--- src/rtl/pc_sequencer.sv ---
// ---------------------------------------------------------------------------
// PcSequencer -- program counter sequencer with exception entry/return
//
// Holds the fetch address and walks it forward by 2 each cycle unless a
// control-flow request redirects it. Exceptions save the return address in
// epc and vector to EXC_VECTOR; rti returns through epc. A halt request
// freezes the sequencer until the next reset.
//
// Ports:
//   clk         rising-edge clock
//   rst_n       asynchronous active-low reset
//   stall       hold all state this cycle (requests ignored)
//   halt        enter HALTED (highest priority)
//   siic        take exception: epc <= pc+2, pc <= EXC_VECTOR
//   rti         return from exception: pc <= epc
//   jmp         unconditional jump to jmp_target
//   jmp_target  jump destination (bit 0 forced low)
//   br_taken    taken branch to br_target
//   br_target   branch destination (bit 0 forced low)
//   pc          current fetch address
//   pc_plus2    pc + 2, combinational, wraps modulo 2^16
//   epc         saved exception return address
//   halted      high while in HALTED
//   redirect    one-cycle pulse after a non-sequential pc load
//   misalign    one-cycle pulse after a jump/branch to an odd target
// ---------------------------------------------------------------------------
module pc_sequencer #(
   parameter logic [15:0] RESET_PC   = 16'h0000,
   parameter logic [15:0] EXC_VECTOR = 16'h0002
) (
   input  logic        clk,
   input  logic        rst_n,
   input  logic        stall,
   input  logic        halt,
   input  logic        siic,
   input  logic        rti,
   input  logic        jmp,
   input  logic [15:0] jmp_target,
   input  logic        br_taken,
   input  logic [15:0] br_target,
   output logic [15:0] pc,
   output logic [15:0] pc_plus2,
   output logic [15:0] epc,
   output logic        halted,
   output logic        redirect,
   output logic        misalign
);

   typedef enum logic {
      RUN    = 1'b0,
      HALTED = 1'b1
   } state_t;

   state_t      state_q, state_d;
   logic [15:0] pc_q, pc_d;
   logic [15:0] epc_q, epc_d;
   logic        redirect_q, redirect_d;
   logic        misalign_q, misalign_d;

   // The incrementer is shared by sequential flow and exception entry, and
   // is exported directly so fetch can use it without waiting a cycle.
   assign pc_plus2 = pc_q + 16'd2;

   // Next-state selection. Everything defaults to "hold" with the one-cycle
   // pulses cleared, so stall, halt and the HALTED state need no explicit
   // branch of their own beyond the state change. The if/else chain encodes
   // the request priority: halt > siic > rti > jmp > br_taken > sequential.
   always_comb begin
      state_d    = state_q;
      pc_d       = pc_q;
      epc_d      = epc_q;
      redirect_d = 1'b0;
      misalign_d = 1'b0;

      if (state_q == RUN && !stall) begin
         if (halt) begin
            state_d = HALTED;
         end else if (siic) begin
            epc_d      = pc_plus2;
            pc_d       = EXC_VECTOR;
            redirect_d = 1'b1;
         end else if (rti) begin
            pc_d       = epc_q;
            redirect_d = 1'b1;
         end else if (jmp) begin
            pc_d       = {jmp_target[15:1], 1'b0};
            redirect_d = 1'b1;
            misalign_d = jmp_target[0];
         end else if (br_taken) begin
            pc_d       = {br_target[15:1], 1'b0};
            redirect_d = 1'b1;
            misalign_d = br_target[0];
         end else begin
            pc_d = pc_plus2;
         end
      end
   end

   // State register. Reset is asynchronous so the sequencer returns to a
   // known fetch address immediately, even while halted or stalled.
   always_ff @(posedge clk or negedge rst_n) begin
      if (!rst_n) begin
         state_q    <= RUN;
         pc_q       <= RESET_PC;
         epc_q      <= 16'h0000;
         redirect_q <= 1'b0;
         misalign_q <= 1'b0;
      end else begin
         state_q    <= state_d;
         pc_q       <= pc_d;
         epc_q      <= epc_d;
         redirect_q <= redirect_d;
         misalign_q <= misalign_d;
      end
   end

   assign pc       = pc_q;
   assign epc      = epc_q;
   assign halted   = (state_q == HALTED);
   assign redirect = redirect_q;
   assign misalign = misalign_q;

endmodule

--- config.mk ---
export PLATFORM = sky130hd
export DESIGN_NAME = pc_sequencer
export DESIGN_NICKNAME = d
export VERILOG_FILES = /design/src/rtl/pc_sequencer.sv
export SDC_FILE = /design/constraint.sdc
export NUM_CORES = 1
export LEC_CHECK = 0
export ABC_AREA = 1
export CORE_MARGIN = 5
export CORE_UTILIZATION = 39
export DETAILED_ROUTE_END_ITERATION = 8
export PLACE_DENSITY = 0.85
export SYNTH_ARGS = -nofsm -noshare
export SYNTH_HDL_FRONTEND = slang
export SYNTH_SLANG_ARGS = --single-unit
--- constraint.sdc ---
create_clock -name clk -period 1.55 [get_ports clk]
set_clock_uncertainty 0.1 [all_clocks]
set_input_delay 0.3875 -clock clk [delete_from_list [all_inputs] [get_ports clk]]
set_output_delay 0.3875 -clock clk [all_outputs]
set_load 0.02 [all_outputs]
==> flow_metrics.env <==
export IMPL_clkTransAtPathRegs_ns=0.08
export IMPL_period_share=1.36
export IMPL_ff2ff_path_depth=11
export IMPL_p_seq_frac=0.323
export IMPL_async_flop_share=1.00
export IMPL_core_um2=5540
export IMPL_dr_total_vias=2879
export IMPL_switching_share=0.356
export IMPL_die_w_um=85.7
export IMPL_clockPowerShare=0.243
export IMPL_synth_seq_area_share=0.392
export IMPL_grt_pass1_wl_um=13300
export IMPL_row_count=27
export IMPL_nNetsFinal=528
export IMPL_drive_gt1_frac=0.357
export IMPL_setup_viol=33
export IMPL_antenna_found_initial=0
export IMPL_worst_slew_margin_rel=0.814
export IMPL_synth_nets=379
export IMPL_ys_ff_latch=35
export IMPL_p_per_area_nw_per_um2=897
export IMPL_ys_top_cells_by_area="dfrtp_1 (39%), nand2_1 (19%), nor2_1 (8.2%)"
export IMPL_combPwrFrac=0.434
export IMPL_worst_hold_path_type="primary input to flop"
export IMPL_num_antenna_cells=0
export IMPL_grt_pass1_vias=2772
export IMPL_synth_common_cells="nand2_1 (112), nor2_1 (49), dfrtp_1 (35)"
export IMPL_routed_wl_um=8860
export IMPL_grt_usage=0.226
export IMPL_status="finished, violations left"
export IMPL_reg2reg_slack_ns=-0.23
export IMPL_synth_ff_type="dfrtp_1"
export IMPL_htreeDepth=2
export IMPL_drtAntennaViolNets=0
export IMPL_crit_type="flop to output port"
export IMPL_intPower_w=0.00230
export IMPL_drt_first_pass_iters=5
export IMPL_port_buffers=90
export IMPL_yosysMostFrequentCell="nand2_1"
export IMPL_cap_violations=0
export IMPL_finalMaxSlewViolations=0
export IMPL_syn_area_um2=2230
export IMPL_synth_area_leader_cell="dfrtp_1"
export IMPL_clk_path_buf_depth=2
export IMPL_synth_distinct_cells=26
export IMPL_critical_path_peak_fanout=4
export IMPL_area_delta_synth_final_pct=78.7
export IMPL_synth_edf_count=0
export IMPL_drc=0
export IMPL_grt_max_degree=36
export IMPL_grt_overflow=0
export IMPL_start_kind="flop"
export IMPL_leakagePower_nw=2.01
export IMPL_synthCells=338
export IMPL_required_ns=1.06
export IMPL_dieArea_um2=7340
export IMPL_first_iter_violations=191
export IMPL_fmax_mhz=476
export IMPL_viasPerCell=5.14
export IMPL_syn_avg_cell_area_um2=6.61
export IMPL_ios=91
export IMPL_cts_buffers_inserted=5
export IMPL_wl_per_cell_um=15.8
export IMPL_yosysWarnings=0
export IMPL_violations="setup timing"
export IMPL_ir_drop_mv=0.511
export IMPL_critPathCaptureType="output port"
export IMPL_clk_latency_ns=0.30
export IMPL_critPathArrivalTime_ns=1.61
export IMPL_post_dp_hpwl_um=6000
export IMPL_fin_ws_ns=-0.552
export IMPL_post_place_ws_ns=-0.653
export IMPL_min_period_ns=2.10
export IMPL_rsz0062_at_grt="yes"
export IMPL_tightest_slew_ns=0.278
export IMPL_totalPowerFinal_w=0.00358
export IMPL_die_h_um=85.7
export IMPL_clock_sinks=35
export IMPL_initial_core_util=0.403
export IMPL_gp_congestion=0.872
export IMPL_tritoncts="done"
export IMPL_holdPathStages=2
export IMPL_yosysTopAreaCellShare=0.392
export IMPL_finalHoldViolations=0
export IMPL_root_buffer="clkbuf_8"
export IMPL_power_switching_w=0.00127
layer usage:
metal  GRT usage  share of wire  vias to the layer above
met5           0              0                        -
met4       0.112          0.032                        0
met3      0.0451          0.073                       26
met2       0.381           0.51                      133
met1       0.274           0.39                     1361
li1            -              -                     1359
repair_timing:
action / in CTS / in global routing
resized for setup: 191 / 52
endpoints found under the hold margin: 0 / 0
endpoints found under the setup margin: 64 / 54
setup buffers: 12 / 8
hold buffers: 0 / 0
pin swaps: 19 / 17
cell type report:
class,count,area [um2]
well taps,72,90.1
clock buffers,6,82.6
inverters,35,144
clock inverters,2,35.0
multi-input cells,254,1320
repair buffers,156,1430
flip-flops and latches,35,887
fillers,406,1550
worst max-delay path, stage by stage, from the launching register on:
cell	delay (ns)
dfrtp_2	0.40
buf_4	0.13
nand2_1	0.11
nor2_4	0.20
nand2_2	0.10
xor2_2	0.18
inv_2	0.05
buf_4	0.15
path summary, 6_finish.rpt:
| path | startpoint | end |
|---|---|---|
| min in group asynchronous | rst_n | misalign$_DFF_PN0_ |
| worst min register to register | epc[8]$_DFFE_PN0P_ | epc[8]$_DFFE_PN0P_ |
| max in group asynchronous | rst_n | pc[1]$_DFFE_PN0P_ |
| worst min-delay path | stall | halted$_DFFE_PN0P_ |
| worst max register to register | pc[1]$_DFFE_PN0P_ | pc[15]$_DFFE_PN0P_ |
| worst max-delay path | pc[2]$_DFFE_PN0P_ | pc_plus2[8] |
cell usage in the layout, fill, tap and decap left out, drive strengths merged, types with 2 or more instances in the layout:
cell type        n
nand3           14
nand4            6
clkinv           2
dfrtp           35
a21oi           21
nand2          117
xor2             2
inv             34
nor2            57
xnor2            2
clkdlybuf4s50   38
dlygate4sd2     18
clkdlybuf4s15    2
buf             96
o21ai           29
clkbuf           7
per-stage QoR:
step / cells / utilization / instance area [um2] / hold slack [ns] / setup TNS [ns]
global route: 560 / 0.720 / 3990 / 0.264 / -10.43
finish: 560 / 0.720 / 3990 / 0.264 / -7.64
floorplan: 338 / - / 2300 / -0.00809 / -0.454
global placement: 536 / 0.656 / 3630 / 0.385 / -13.79
detailed placement: 536 / 0.656 / 3630 / 0.398 / -15.71
CTS: 555 / 0.689 / 3820 / 0.358 / -6.54
registers in the layout, indices dropped and copies added (netlist names):
| name | cells |
|---|---|
| pc | 16 |
| misalign | 1 |
| redirect | 1 |
| halted | 1 |
| epc | 16 |
cell families (layout without fill, tap and decap cells):
logic type,Yosys count,after routing,share of synthesized area
xor+xnor,4,4,0.0157
buf+inv,49,199,0.0952
flops,35,35,0.392
simple gates,195,195,0.366
fa+ha+maj,1,1,0.00560
compound gates,54,54,0.125
power groups by stage:
stage / sequential (W) / clock (W) / combinational, W
finish: 0.00116 / 0.000868 / 0.00155
CTS: 0.00114 / 0.000876 / 0.00145
global placement: 0.00116 / 0 / 0.00140
floorplan: 0.00131 / 0 / 0.000466
global route: 0.00117 / 0.000916 / 0.00166
detailed placement: 0.00116 / 0 / 0.00143
(Power assumes the default switching activity.)
